**src/rtl/bp_me_pkg.sv**
```systemverilog
// Shared types for the memory-command burst-to-lite converter: processor
// configuration lookup, BedRock memory header layout, FSM state encodings
// and message classification helpers.
package bp_me_pkg;

  typedef enum logic {e_bp_default_cfg = 1'b0} bp_params_e;

  typedef struct packed {
    int paddr_width;
    int cce_block_width;
    int lce_id_width;
    int lce_assoc;
  } bp_proc_param_s;

  localparam bp_proc_param_s bp_default_cfg_gp = '{
    paddr_width:     40,
    cce_block_width: 512,
    lce_id_width:    4,
    lce_assoc:       8
  };

  // Only the default configuration is populated in this slice.
  function automatic bp_proc_param_s bp_get_params(bp_params_e cfg);
    bp_proc_param_s p;
    p = bp_default_cfg_gp;
    case (cfg)
      e_bp_default_cfg: p = bp_default_cfg_gp;
      default:          p = bp_default_cfg_gp;
    endcase
    return p;
  endfunction

  localparam int dword_width_gp     = 64;
  localparam int paddr_width_gp     = bp_default_cfg_gp.paddr_width;
  localparam int cce_block_width_gp = bp_default_cfg_gp.cce_block_width;
  localparam int lce_id_width_gp    = bp_default_cfg_gp.lce_id_width;
  localparam int way_id_width_gp    = $clog2(bp_default_cfg_gp.lce_assoc);
  localparam int block_beats_gp     = cce_block_width_gp / dword_width_gp;
  localparam int beat_cnt_width_gp  = (block_beats_gp > 1) ? $clog2(block_beats_gp) : 1;

  typedef enum logic [3:0] {
    e_bedrock_mem_rd    = 4'd0,
    e_bedrock_mem_wr    = 4'd1,
    e_bedrock_mem_uc_rd = 4'd2,
    e_bedrock_mem_uc_wr = 4'd3,
    e_bedrock_mem_pre   = 4'd4,
    e_bedrock_mem_amo   = 4'd5
  } bp_bedrock_mem_type_e;

  typedef enum logic [2:0] {
    e_bedrock_msg_size_1   = 3'd0,
    e_bedrock_msg_size_2   = 3'd1,
    e_bedrock_msg_size_4   = 3'd2,
    e_bedrock_msg_size_8   = 3'd3,
    e_bedrock_msg_size_16  = 3'd4,
    e_bedrock_msg_size_32  = 3'd5,
    e_bedrock_msg_size_64  = 3'd6,
    e_bedrock_msg_size_128 = 3'd7
  } bp_bedrock_msg_size_e;

  typedef struct packed {
    logic [way_id_width_gp-1:0] way_id;
    logic [lce_id_width_gp-1:0] lce_id;
  } bp_bedrock_mem_payload_s;

  typedef struct packed {
    bp_bedrock_mem_payload_s     payload;
    bp_bedrock_msg_size_e        size;
    logic [paddr_width_gp-1:0]   addr;
    bp_bedrock_mem_type_e        msg_type;
  } bp_bedrock_mem_header_s;

  localparam int cce_mem_msg_header_width_gp = $bits(bp_bedrock_mem_header_s);
  localparam int mem_cmd_width_gp = cce_block_width_gp + cce_mem_msg_header_width_gp;

  // Converter FSM states
  typedef logic [1:0] bp_me_burst_state_t;
  localparam bp_me_burst_state_t e_ready   = 2'd0;
  localparam bp_me_burst_state_t e_collect = 2'd1;
  localparam bp_me_burst_state_t e_send    = 2'd2;

  // Writes and atomics carry a data payload; everything else is header-only.
  function automatic logic bp_mem_has_data(bp_bedrock_mem_type_e t);
    return (t == e_bedrock_mem_wr) || (t == e_bedrock_mem_uc_wr) || (t == e_bedrock_mem_amo);
  endfunction

  // Index of the final beat for a message size: one beat up to a dword,
  // then size/8 beats, never more than a full block.
  function automatic logic [beat_cnt_width_gp-1:0] bp_mem_last_beat(bp_bedrock_msg_size_e size);
    int beats;
    if (int'(size) <= 3) beats = 1;
    else beats = 1 << (int'(size) - 3);
    if (beats > block_beats_gp) beats = block_beats_gp;
    return beat_cnt_width_gp'(beats - 1);
  endfunction

endpackage

```
**src/rtl/bp_me_mem_cmd_burst_to_lite_if.sv**
```systemverilog
// Burst-side (header + data beats) and lite-side (whole message) channels.
// Handshake rule for every channel: a transfer happens on a rising clock edge
// where both valid and ready_and are 1; valid never waits on ready, and the
// payload must stay stable while valid is high and ready_and is low.
interface bp_me_mem_cmd_burst_to_lite_if;
  import bp_me_pkg::*;

  bp_bedrock_mem_header_s        mem_cmd_header_i;
  logic                          mem_cmd_header_v_i;
  logic                          mem_cmd_header_ready_and_o;
  logic [dword_width_gp-1:0]     mem_cmd_data_i;
  logic                          mem_cmd_data_v_i;
  logic                          mem_cmd_data_ready_and_o;
  logic [mem_cmd_width_gp-1:0]   mem_cmd_o;
  logic                          mem_cmd_v_o;
  logic                          mem_cmd_ready_and_i;

  modport slave (
    input  mem_cmd_header_i, mem_cmd_header_v_i, mem_cmd_data_i, mem_cmd_data_v_i,
           mem_cmd_ready_and_i,
    output mem_cmd_header_ready_and_o, mem_cmd_data_ready_and_o, mem_cmd_o, mem_cmd_v_o
  );

  modport master (
    output mem_cmd_header_i, mem_cmd_header_v_i, mem_cmd_data_i, mem_cmd_data_v_i,
           mem_cmd_ready_and_i,
    input  mem_cmd_header_ready_and_o, mem_cmd_data_ready_and_o, mem_cmd_o, mem_cmd_v_o
  );
endinterface

```
**src/rtl/bsg_counter_clear_up.sv**
```systemverilog
// Up-counter with synchronous clear; a clear with up in the same cycle
// lands on init+1. Wraps naturally at its width.
module bsg_counter_clear_up #(
  parameter int max_val_p  = 7,
  parameter int init_val_p = 0,
  localparam int width_lp  = (max_val_p > 0) ? $clog2(max_val_p + 1) : 1
) (
  input  logic                clk_i,
  input  logic                reset_i,
  input  logic                clear_i,
  input  logic                up_i,
  output logic [width_lp-1:0] count_o
);

  // Count register: reset/clear to init, otherwise advance on up
  always_ff @(posedge clk_i) begin
    if (reset_i) count_o <= width_lp'(init_val_p);
    else if (clear_i) count_o <= width_lp'(init_val_p) + width_lp'(up_i);
    else if (up_i) count_o <= count_o + width_lp'(1);
  end

endmodule

```
**src/rtl/bp_me_mem_cmd_burst_to_lite.sv**
```systemverilog
// Collects a BedRock memory command header plus its data beats and emits a
// single lite message {data, header}. Short messages are replicated across
// the whole block so the consumer can pick any dword slot.
module bp_me_mem_cmd_burst_to_lite
  import bp_me_pkg::*;
#(
  parameter bp_params_e bp_params_p = e_bp_default_cfg
) (
  input  logic                        clk_i,
  input  logic                        reset_n_i,
  bp_me_mem_cmd_burst_to_lite_if.slave bus,
  output bp_me_burst_state_t          state_o
);

  localparam bp_proc_param_s proc_cfg_lp = bp_get_params(bp_params_p);
  localparam int cce_block_width_p = proc_cfg_lp.cce_block_width;
  localparam int block_beats_lp    = cce_block_width_p / dword_width_gp;
  localparam int cnt_width_lp      = (block_beats_lp > 1) ? $clog2(block_beats_lp) : 1;

  bp_me_burst_state_t                             state_r, state_n;
  bp_bedrock_mem_header_s                         header_r;
  logic [block_beats_lp-1:0][dword_width_gp-1:0]  data_r;
  logic [block_beats_lp-1:0][dword_width_gp-1:0]  lite_data;
  logic                                           live_r;
  logic [cnt_width_lp-1:0]                        beat_cnt;
  logic [cnt_width_lp-1:0]                        last_beat;
  logic                                           header_hs, data_hs, send_hs;
  logic                                           reset_li;

  assign reset_li  = ~reset_n_i;
  assign last_beat = bp_mem_last_beat(header_r.size);

  // live_r holds readies low for the first cycle after reset is released.
  assign bus.mem_cmd_header_ready_and_o = reset_n_i & live_r & (state_r == e_ready);
  assign bus.mem_cmd_data_ready_and_o   = reset_n_i & live_r & (state_r == e_collect);
  assign bus.mem_cmd_v_o                = reset_n_i & (state_r == e_send);

  assign header_hs = bus.mem_cmd_header_v_i & bus.mem_cmd_header_ready_and_o;
  assign data_hs   = bus.mem_cmd_data_v_i & bus.mem_cmd_data_ready_and_o;
  assign send_hs   = bus.mem_cmd_v_o & bus.mem_cmd_ready_and_i;

  bsg_counter_clear_up #(
    .max_val_p  (block_beats_lp - 1),
    .init_val_p (0)
  ) beat_counter (
    .clk_i   (clk_i),
    .reset_i (reset_li),
    .clear_i (header_hs),
    .up_i    (data_hs),
    .count_o (beat_cnt)
  );

  // Next-state: header -> collect/send, last beat -> send, lite accept -> ready
  always_comb begin
    state_n = state_r;
    case (state_r)
      e_ready:   if (header_hs) state_n = bp_mem_has_data(bus.mem_cmd_header_i.msg_type) ? e_collect : e_send;
      e_collect: if (data_hs && (beat_cnt == last_beat)) state_n = e_send;
      e_send:    if (send_hs) state_n = e_ready;
      default:   state_n = e_ready;
    endcase
  end

  // State, header and beat storage
  always_ff @(posedge clk_i) begin
    if (!reset_n_i) begin
      state_r  <= e_ready;
      header_r <= '0;
      data_r   <= '0;
      live_r   <= 1'b0;
    end else begin
      live_r  <= 1'b1;
      state_r <= state_n;
      if (header_hs) begin
        header_r <= bus.mem_cmd_header_i;
        if (!bp_mem_has_data(bus.mem_cmd_header_i.msg_type)) data_r <= '0;
      end
      if (data_hs) data_r[beat_cnt] <= bus.mem_cmd_data_i;
    end
  end

  // Beat count is a power of two, so slot j repeats beat (j mod beats).
  always_comb begin
    lite_data = '0;
    for (int j = 0; j < block_beats_lp; j++) begin
      lite_data[j] = data_r[cnt_width_lp'(j) & last_beat];
    end
  end

  assign bus.mem_cmd_o = {lite_data, header_r};
  assign state_o       = state_r;

endmodule

```
**src/flat_wrapper.sv**
```systemverilog
// flat-port wrapper written by rule: the top's interface ports become plain ports
module bp_me_mem_cmd_burst_to_lite_flat import bp_me_pkg::*;
#(
  parameter bp_params_e bp_params_p = e_bp_default_cfg
)
  (clk_i, reset_n_i, state_o, bus_mem_cmd_header_i, bus_mem_cmd_header_v_i, bus_mem_cmd_data_i, bus_mem_cmd_data_v_i, bus_mem_cmd_ready_and_i, bus_mem_cmd_header_ready_and_o, bus_mem_cmd_data_ready_and_o, bus_mem_cmd_o, bus_mem_cmd_v_o);
  bp_me_mem_cmd_burst_to_lite_if bus_i ();
  input  logic clk_i;
  input  logic reset_n_i;
  output bp_me_burst_state_t state_o;
  input wire logic [$bits(bus_i.mem_cmd_header_i)-1:0] bus_mem_cmd_header_i;
  input wire logic [$bits(bus_i.mem_cmd_header_v_i)-1:0] bus_mem_cmd_header_v_i;
  input wire logic [$bits(bus_i.mem_cmd_data_i)-1:0] bus_mem_cmd_data_i;
  input wire logic [$bits(bus_i.mem_cmd_data_v_i)-1:0] bus_mem_cmd_data_v_i;
  input wire logic [$bits(bus_i.mem_cmd_ready_and_i)-1:0] bus_mem_cmd_ready_and_i;
  output wire logic [$bits(bus_i.mem_cmd_header_ready_and_o)-1:0] bus_mem_cmd_header_ready_and_o;
  output wire logic [$bits(bus_i.mem_cmd_data_ready_and_o)-1:0] bus_mem_cmd_data_ready_and_o;
  output wire logic [$bits(bus_i.mem_cmd_o)-1:0] bus_mem_cmd_o;
  output wire logic [$bits(bus_i.mem_cmd_v_o)-1:0] bus_mem_cmd_v_o;
  assign bus_i.mem_cmd_header_i = bus_mem_cmd_header_i;
  assign bus_i.mem_cmd_header_v_i = bus_mem_cmd_header_v_i;
  assign bus_i.mem_cmd_data_i = bus_mem_cmd_data_i;
  assign bus_i.mem_cmd_data_v_i = bus_mem_cmd_data_v_i;
  assign bus_i.mem_cmd_ready_and_i = bus_mem_cmd_ready_and_i;
  assign bus_mem_cmd_header_ready_and_o = bus_i.mem_cmd_header_ready_and_o;
  assign bus_mem_cmd_data_ready_and_o = bus_i.mem_cmd_data_ready_and_o;
  assign bus_mem_cmd_o = bus_i.mem_cmd_o;
  assign bus_mem_cmd_v_o = bus_i.mem_cmd_v_o;
  bp_me_mem_cmd_burst_to_lite #(.bp_params_p(bp_params_p)) u_core (.clk_i(clk_i), .reset_n_i(reset_n_i), .bus(bus_i), .state_o(state_o));
endmodule
```
**config.mk**
```make
export PLATFORM = sky130hd
export DESIGN_NAME = bp_me_mem_cmd_burst_to_lite_flat
export DESIGN_NICKNAME = d
export VERILOG_FILES = /design/src/rtl/bp_me_pkg.sv /design/src/rtl/bp_me_mem_cmd_burst_to_lite_if.sv /design/src/rtl/bsg_counter_clear_up.sv /design/src/rtl/bp_me_mem_cmd_burst_to_lite.sv /design/src/flat_wrapper.sv
export SDC_FILE = /design/constraint.sdc
export NUM_CORES = 1
export LEC_CHECK = 0
export CAP_MARGIN = 20
export CORE_MARGIN = 2
export CORE_UTILIZATION = 40
export DETAILED_ROUTE_END_ITERATION = 6
export PLACE_DENSITY_LB_ADDON = 0.3
export SLEW_MARGIN = 0
export SYNTH_ARGS = -nofsm -noshare
export SYNTH_HDL_FRONTEND = slang
export SYNTH_SLANG_ARGS = --single-unit
export TNS_END_PERCENT = 20
```
**constraint.sdc**
```tcl
create_clock -name clk_i -period 4.68 [get_ports clk_i]
set_input_delay 0.468 -clock clk_i [delete_from_list [all_inputs] [get_ports clk_i]]
set_output_delay 0.468 -clock clk_i [all_outputs]
set_load 0.1 [all_outputs]
```
# [Word level (Yosys, flattened, before mapping)]
# Index checks and enable logic that the tools add are counted.
[totals] reg_bits=572 input_bits=123 output_inout_bits=571 word_cells=88
[classes] addsub=3 magnitude_cmp=11 n_eq_ne=9 shifts=1 mux=31 n_bitwise=8 reduce_logical=8
[ops] op="$mux 512" count=4
[ops] op="$mux 64" count=11
[ops] op="$bwmux 512" count=1
[ops] op="$bmux 64 s2" count=3
[ops] op="$bmux 64 s3" count=1
[ops] op="$demux 64 s3" count=1
[ops] op="$gt 32x5->1 const B" count=1
[ops] op="$mux 32" count=1
[ops] op="$shl 1x32->32 const A" count=1
[ops] op="$lt 3x4->1 const B" count=5
[ops] op="$lt 2x4->1 const B" count=2
[ops] op="$mux 2" count=4
[ops] op="$and 1x1->1" count=7
[ops] op="$pmux 2 s3" count=1
[ops] op="$eq 4x1->1 const B" count=1
[ops] op="$eq 4x2->1 const B" count=1
[ops] op="$eq 4x3->1 const B" count=1
[ops] op="$lt 1x4->1 const B" count=1
[ops] op="$ne 2x2->1 const B" count=2
[ops] op="$sub 3x2->4 const B" count=1
[ops] op="$add 3x1->3 const B" count=1
[ops] op="$eq 3x3->1" count=1
[ops] op="$ge 3x1->1 const B" count=1
[ops] op="$le 3x2->1 const B" count=1
[ops] op="13 further kinds" count=17

# [Longest topological paths before layout]
# Gate-level depths: netlist of run 1.
[depth] word_depth=10 depth_mapped=19

# [Modules after synthesis]
# From an unflattened synthesis of run 1, not the netlist that was laid out.
[hier_totals] cells_unflattened=3420 hier_area_um2=27881.7
[by_module_without_submodules] module="bp_me_mem_cmd_burst_to_lite" instances=1 cells_each=3408 area_per_inst_um2=27750.4
[by_module_without_submodules] module="bsg_counter_clear_up" instances=1 cells_each=12 area_per_inst_um2=131.4

# [Least setup slack after synthesis of run 1]
# No wires, ideal clock.
[synth_path] path_kind="flip-flop to output port" startpoint="register u_core.header_r, in the netlist u_core.bus.mem_cmd_o[44]" endpoint="output port bus_mem_cmd_o[505]" arrival_ps=6153 t_required_ps=4212 path_slack_ps=-1941 stages_incl_launch_ff=18 cell_sequence="dfxtp_1 > ha_1 > ha_1 > nor2b_1 > a21o_1 > buf_2 > inv_1 > buf_2 > buf_2 > ha_1 > or4_1 > buf_2 > and2_1 > buf_2 > buf_6 > buf_6 > a32o_1 > a221oi_1"
[synth_via] elab_chain_cells=8 word_cells_on_any_way=9
[synth_lines] item="start, declared" line_no="bp_me_mem_cmd_burst_to_lite.sv:21" source="bp_bedrock_mem_header_s header_r;"
[synth_lines] item="start signal, assigned" line_no="bp_me_mem_cmd_burst_to_lite.sv:75" source="header_r <= bus.mem_cmd_header_i;"
[synth_lines] item="$sub 3x2->4" line_no="bp_me_pkg.sv:92" source="else beats = 1 << (int'(size) - 3);"
[synth_lines] item="$shl 1x32->32" line_no="bp_me_pkg.sv:92"
[synth_lines] item="$mux 32 (*)" line_no="bp_me_pkg.sv:91" source="if (int'(size) <= 3) beats = 1;"
[synth_lines] item="$gt 32x5->1" line_no="bp_me_pkg.sv:93" source="if (beats > block_beats_gp) beats = block_beats_gp;"
[synth_lines] item="$mux 3 (*)" line_no="bp_me_pkg.sv:93"
[synth_lines] item="$sub 3x2->3 (*)" line_no="bp_me_pkg.sv:94" source="return beat_cnt_width_gp'(beats - 1);"
[synth_lines] item="$bmux 64 s3 (*)" line_no="bp_me_mem_cmd_burst_to_lite.sv:86" source="lite_data[j] = data_r[cnt_width_lp'(j) & last_beat];"
[synth_lines] item="$mux 64 (not written as such) (*)" line_no="bp_me_mem_cmd_burst_to_lite.sv:86"
[synth_lines] item="end, declared" line_no="flat_wrapper.sv:18" source="output wire logic [$bits(bus_i.mem_cmd_o)-1:0] bus_mem_cmd_o;"
# Every way passes the cells marked *; elsewhere a longest branch is shown, timed or not. The select of a mux whose other input is x is not followed.

# [Worst setup path after layout of run 1]
[layout_path] startpoint="register u_core.header_r, in the netlist u_core.bus.mem_cmd_o[44]" endpoint="output port bus_mem_cmd_o[549]"
# Same word-level chain as after synthesis.

==> flow_summary.json, run 1 <==
{
  "status": "finished, violations left",
  "violations": "design-rule violations",
  "path_clk_slew_ps": 70,
  "globalRoute.busiestLayer": "met2",
  "grt_usage": 0.304,
  "cts_tree": "built",
  "routedWlPerCell_um": 25.2,
  "rsz0062_at_grt": "yes",
  "use_met3": 0.0641,
  "grtUsageMet2": 0.513,
  "rr_worst_depth": 7,
  "rr_startpoint": "u_core.state_o[1]$_SDFFE_PN0P_",
  "num_rows": 97,
  "drive_gt1_frac": 0.252,
  "finalCritPeriodShare": 0.991,
  "avgSynthCellArea_um2": 8.63,
  "cts_buffers": 61,
  "start_util": 0.406,
  "gp_congestion": 0.905,
  "ys_warn_count": 0,
  "crit_start": "u_core.bus.mem_cmd_o[44]$_SDFFE_PN0P_",
  "port_buffers": 693,
  "cts_num_sinks": 572,
  "synth_seq_cells": 572,
  "totalPowerFinal_mw": 11.8,
  "clk_latency_ps": 610,
  "maxCapViolCount": 0,
  "setup_violations": 0,
  "htreeDepth": 2,
  "finClkSkew_ps": 15.8,
  "pre_cts_slack_ps": 450,
  "pin_count": 694,
  "fin_crit_ps": 4640,
  "grt_max_degree": 138,
  "crit_path_end": "bus_mem_cmd_o[549]",
  "n_fill_cell": 5765,
  "seq_power_share": 0.417,
  "p_clk_frac": 0.428,
  "worst_slew_margin_rel": 0.199,
  "intPower_mw": 8.42,
  "min_from": "bus_mem_cmd_header_i[36]",
  "drt_iter0_drc": 3268,
  "slew_violations": 0,
  "die_w_um": 271,
  "cts-root-buf": "clkbuf_16",
  "layout_common_cells": "569 x dfxtp_1, 518 x nor2_1, 512 x a22oi_1",
  "critPathLaunchType": "register",
  "synth_nets": 3439,
  "overflow": 0,
  "swShare": 0.283,
  "final_area_um2": 42900,
  "combPwrFrac": 0.155,
  "r2r_end": "u_core.data_r[277]$_SDFF_PN0_",
  "vias": 28200,
  "grt_use_met1": 0.378,
  "fp.dieH_um": 271,
  "first_pass_iters": 7,
  "grt_pass1_wl_um": 176000,
  "area_growth_pct": 50.0,
  "layout_setup_ws_ps": 43.9,
  "path_max_fanout": 50,
  "drt_wl_total_um": 118000,
  "clock_path_buffers": 3,
  "holdCritPathClass": "in -> reg",
  "drc": 3,
  "ir_drop_mv": 0.298,
  "vias_per_cell": 6.02,
  "hold_viol": 0,
  "core_area_um2": 70400,
  "power.density_nw_per_um2": 274,
  "synth.distinct_cells": 43,
  "grt_pass1_vias": 27500,
  "yosysSeqAreaShare": 0.401,
  "reg2reg_slack_ps": 1490,
  "hpwl_um": 74300,
  "postPlaceCellArea_um2": 40500,
  "fin_nets": 3827,
  "fmax_mhz": 216,
  "antenna_found_initial": 4,
  "critPathKind": "reg -> out",
  "switchingPower_mw": 3.33,
  "tightest_slew_ps": 1200,
  "cp.arrival_ps": 4170,
  "cp.required_ps": 4210,
  "synthesis.area_um2": 28600,
  "die-area_um2": 73600,
  "mostFrequentLayoutCell": "dfxtp_1",
  "cp-end-kind": "output pin",
  "ant_nets": 0,
  "hold_buffers": 0,
  "total_leakage_power_nw": 16.5,
  "syn_inst": 3311
}
routing by layer:
metal,share of wire,vias up
met5,0.00028,-
met4,0.037,6
met3,0.092,248
met2,0.49,1621
met1,0.39,13800
li1,-,12600
cells by family after synthesis:
group	synth area share
mux	0.147
buf+inv	0.0849
fa+ha+maj	0.00219
compound gates	0.233
flops	0.401
simple gates	0.131
xor+xnor	0.000920
power by group through the flow:
stage	Clock (mW)	Combinational [mW]	Sequential, mW
final	5.03	1.83	4.90
after global routing	5.26	1.88	4.90
after CTS	5.08	1.81	4.90
after detailed placement	0	1.80	5.01
after global placement	0	1.79	5.01
after floorplan	0	1.06	5.12
metrics by stage:
step	utilization	cells	hold WS, ps	TNS [ps]
2_1_floorplan	-	3311	457	-73730
3_5_place_dp	0.576	4569	446	0
3_3_place_gp	0.576	4569	441	0
5_1_grt	0.609	4691	399	-766
6_report	0.609	4692	400	0
4_1_cts	0.607	4686	364	0
state kept, by name, summed over array words and instances, names as in the netlist:
name,flops
u_core.live_r,1
u_core.beat_counter.count_o,3
u_core.state_o,2
u_core.bus.mem_cmd_o,54
u_core.data_r,512
synthesized netlist by cell type (all sizes together):
library cell / count / area share
dfxtp: 572 / 0.40
nor2: 526 / 0.069
a22oi: 512 / 0.13
nand2: 311 / 0.041
clkbuf: 309 / 0.043
mux2i: 256 / 0.090
buf: 133 / 0.032
a221oi: 128 / 0.040
mux2: 128 / 0.058
a21oi: 123 / 0.022
inv: 71 / 0.0093
and2: 65 / 0.014
o21ai: 65 / 0.011
a32o: 64 / 0.022
nor4: 6 / 0.0013
ha: 5 / 0.0022
nand2b: 5 / 0.0011
nor2b: 5 / 0.0011
and3: 3 / 0.00066
nand3b: 3 / 0.00079
nor3: 3 / 0.00053
or2: 3 / 0.00066
xnor2: 3 / 0.00092
nand3: 2 / 0.00035
o31ai: 2 / 0.00070
or4: 2 / 0.00053
a2111oi: 1 / 0.00053
a21o: 1 / 0.00026
a31oi: 1 / 0.00022
nand4: 1 / 0.00022
o21a: 1 / 0.00026
o32ai: 1 / 0.00031
final cells by class:
class / instances / area (um^2) / area share
clock buffers: 86 / 1790 / 0.0418
diodes: 2 / 5.00 / 0.000117
repair buffers: 767 / 11500 / 0.269
well taps: 940 / 1180 / 0.0274
flip-flops and latches: 572 / 11500 / 0.267
inverters: 71 / 279 / 0.00651
multi-input cells: 2226 / 16300 / 0.380
clock inverters: 28 / 305 / 0.00712
critical path, stage by stage, from the launching register on:
cell and delay (ps):
dfxtp_4 360, ha_1 190, ha_1 340, or4_4 550
ha_4 180, or4_4 560, and2_4 260, buf_16 220
a32o_2 300, a221oi_4 300, buf_12 220
worst min-delay path by stage:
stage | to | slack, ps | cells after the start
final | u_core.bus.mem_cmd_o[36]$_SDFFE_PN0P_ | 400 | 3
after global routing | u_core.bus.mem_cmd_o[36]$_SDFFE_PN0P_ | 400 | 3
after CTS | u_core.bus.mem_cmd_o[42]$_SDFFE_PN0P_ | 360 | 3
after detailed placement | u_core.bus.mem_cmd_o[27]$_SDFFE_PN0P_ | 450 | 2
after global placement | u_core.bus.mem_cmd_o[40]$_SDFFE_PN0P_ | 440 | 2
after floorplan | u_core.data_r[192]$_SDFF_PN0_ | 460 | 2
what timing repair did:
item	4_1_cts	5_1_grt
gates resized for setup	7	23
pin swaps	0	1
setup buffers	1	3
endpoints found under the setup margin	102	109
gates cloned	2	1
No activity file was read; power rests on OpenSTA's default activity.
==> run 2, diff against run 1 <==
--- a/config.mk
+++ b/config.mk
@@ -6,7 +6,6 @@
 export NUM_CORES = 1
 export LEC_CHECK = 0
 export CAP_MARGIN = 20
-export CORE_MARGIN = 2
 export CORE_UTILIZATION = 40
 export DETAILED_ROUTE_END_ITERATION = 6
 export PLACE_DENSITY_LB_ADDON = 0.3
==> constraint.sdc (replaced) <==
create_clock -name clk_i -period 4.9 [get_ports clk_i]
set_input_delay 0.49 -clock clk_i [delete_from_list [all_inputs] [get_ports clk_i]]
set_output_delay 0.49 -clock clk_i [all_outputs]
set_load 0.1 [all_outputs]
==> flow_summary.json, run 2 (same netlist as run 1, synthesis figures left out) <==
{
  "cts-root-buf": "clkbuf_16",
  "vias": 28300,
  "antenna_found_initial": 4,
  "fin_crit_ps": 4790,
  "holdCritPathClass": "in -> reg",
  "crit_family": "simple AND/OR/NAND/NOR gates",
  "wl_met1_um": 46600,
  "cp_slowest_cell": "or4_4",
  "cp_cell_sequence": "ha_1 > ha_1 > nand2b_2 > or4_4 > ha_4 > or4_4 > and2_4 > buf_12 > a32o_1 > a221oi_2 > buf_12",
  "cts_buffers": 59,
  "start_util": 0.406,
  "fp.dieH_um": 269,
  "regMostFlops": "u_core.data_r",
  "setup_violations": 0,
  "drt_iter0_drc": 2975,
  "area_growth_pct": 47.2,
  "crit_start": "u_core.bus.mem_cmd_o[44]$_SDFFE_PN0P_",
  "hold_depth": 3,
  "core_area_um2": 70400,
  "hold_ws_ps": 421,
  "r2r_end": "u_core.data_r[402]$_SDFF_PN0_",
  "dr_wl_met2_um": 56000,
  "layout_common_cells": "569 x dfxtp_1, 518 x nor2_1, 512 x a22oi_1",
  "cts_num_sinks": 572,
  "crit_path_end": "bus_mem_cmd_o[517]",
  "finalCritPeriodShare": 0.978,
  "cp.required_ps": 4410,
  "tightest_slew_ps": 1270,
  "mostFrequentLayoutCell": "dfxtp_1",
  "hold_viol": 0,
  "ant_nets": 0,
  "finClkSkew_ps": 20.7,
  "fin_nets": 3817,
  "rr_startpoint": "u_core.state_o[0]$_SDFFE_PN0P_",
  "n_fill_cell": 5847,
  "reg2reg_slack_ps": 1770,
  "htreeDepth": 2,
  "overflow": 0,
  "cts_tree": "built",
  "path_max_fanout": 95,
  "postPlaceCellArea_um2": 39800,
  "crit_buf_inv": 2,
  "clock_path_buffers": 3,
  "cp-end-kind": "output pin",
  "num_rows": 97,
  "grt_max_degree": 160,
  "totalPowerFinal_mw": 11.1,
  "maxCapViolCount": 0,
  "rr_worst_depth": 6,
  "first_pass_iters": 6,
  "routedWlPerCell_um": 25.0,
  "die-area_um2": 72500,
  "path_clk_slew_ps": 70,
  "grt_pass1_vias": 27500,
  "power.density_nw_per_um2": 265,
  "setup_tns_ps": 0,
  "pin_count": 694,
  "hpwl_um": 73300,
  "gp_congestion": 0.883,
  "vias_per_cell": 6.05,
  "fmax_mhz": 209,
  "grt_usage": 0.306,
  "final_area_um2": 42100,
  "hold_buffers": 0,
  "cpPeakStageDelay_ps": 560,
  "grt_pass1_wl_um": 175000,
  "worst_slew_margin_rel": 0.156,
  "status": "completed",
  "critPathLaunchType": "register",
  "largest_reg_flops": 512,
  "port_buffers": 693,
  "drt_wl_total_um": 117000,
  "wl_met3_um": 9570,
  "critPathKind": "reg -> out",
  "clk_latency_ps": 610,
  "die_w_um": 269,
  "slew_violations": 0,
  "total_leakage_power_nw": 16.3,
  "drive_gt1_frac": 0.244,
  "ir_drop_mv": 0.250,
  "cp.arrival_ps": 4300,
  "maxUsedRoutingLayer": "met4",
  "cp.depth": 11,
  "drc": 0
}
-- run 2: changes by cell type in the layout (fill, tap and decap cells not counted), moves of 5 or more --
cell / previous run / this run
o21ai_2: 16 / 9
a221oi_2: 5 / 59
clkdlybuf4s50_1: 245 / 252
buf_4: 112 / 96
o21ai_1: 43 / 55
o21ai_4: 5 / 0
a221oi_4: 59 / 5
-- run 2: area by class of cell --
cell class / instances / area (um^2) / area share
diodes: 5 / 12.5 / 0.000298
inverters: 71 / 279 / 0.00664
well taps: 940 / 1180 / 0.0280
clock inverters: 30 / 358 / 0.00851
clock buffers: 81 / 1700 / 0.0405
multi-input cells: 2226 / 15600 / 0.371
flip-flops and latches: 572 / 11500 / 0.273
repair buffers: 759 / 11500 / 0.273
-- run 2: worst register-to-register path, stage by stage (launching register included) --
cell	delay, ps
dfxtp_1	470
nand4_1	470
nor4_2	540
buf_4	530
buf_4	640
a22oi_1	250
nor2_1	150
-- run 2: per-layer routing --
metal / up-vias / GRT usage
li1: 12600 / -
met1: 13900 / 0.386
met2: 1601 / 0.506
met3: 290 / 0.0534
met4: 0 / 0.139
met5: - / 0
-- run 2: metrics by stage --
stage / utilization / setup WS [ps] / cells
2_1_floorplan: - / -356 / 3311
3_3_place_gp: 0.565 / 647 / 4562
3_5_place_dp: 0.566 / 585 / 4563
4_1_cts: 0.595 / 13.9 / 4674
5_1_grt: 0.597 / -4.17 / 4683
6_report: 0.597 / 108 / 4684
-- run 2: worst min path at each step --
| stage | startpoint | end |
|---|---|---|
| after floorplan | u_core.data_r[192]$_SDFF_PN0_ | u_core.data_r[192]$_SDFF_PN0_ |
| after global placement | u_core.bus.mem_cmd_o[32]$_SDFFE_PN0P_ | u_core.bus.mem_cmd_o[32]$_SDFFE_PN0P_ |
| after detailed placement | u_core.bus.mem_cmd_o[8]$_SDFFE_PN0P_ | u_core.bus.mem_cmd_o[8]$_SDFFE_PN0P_ |
| after CTS | bus_mem_cmd_header_i[45] | u_core.bus.mem_cmd_o[45]$_SDFFE_PN0P_ |
| after global routing | bus_mem_cmd_header_i[25] | u_core.bus.mem_cmd_o[25]$_SDFFE_PN0P_ |
| final | bus_mem_cmd_header_i[4] | u_core.bus.mem_cmd_o[4]$_SDFFE_PN0P_ |
-- run 2: report_power, final --
part / total [mW] / leakage (nW) / internal, mW / switching (mW)
logic: 1.68 / 10.7 / 0.525 / 1.15
registers: 4.68 / 4.61 / 4.67 / 0.0127
clock network: 4.78 / 1.00 / 2.80 / 1.98
-- run 2: what timing repair did --
item | 4_1_cts | 5_1_grt
setup buffers | 0 | 3
setup endpoints to repair | 27 | 53
gates cloned | 0 | 1
pin swaps | 1 | 1
gates resized for setup | 3 | 12
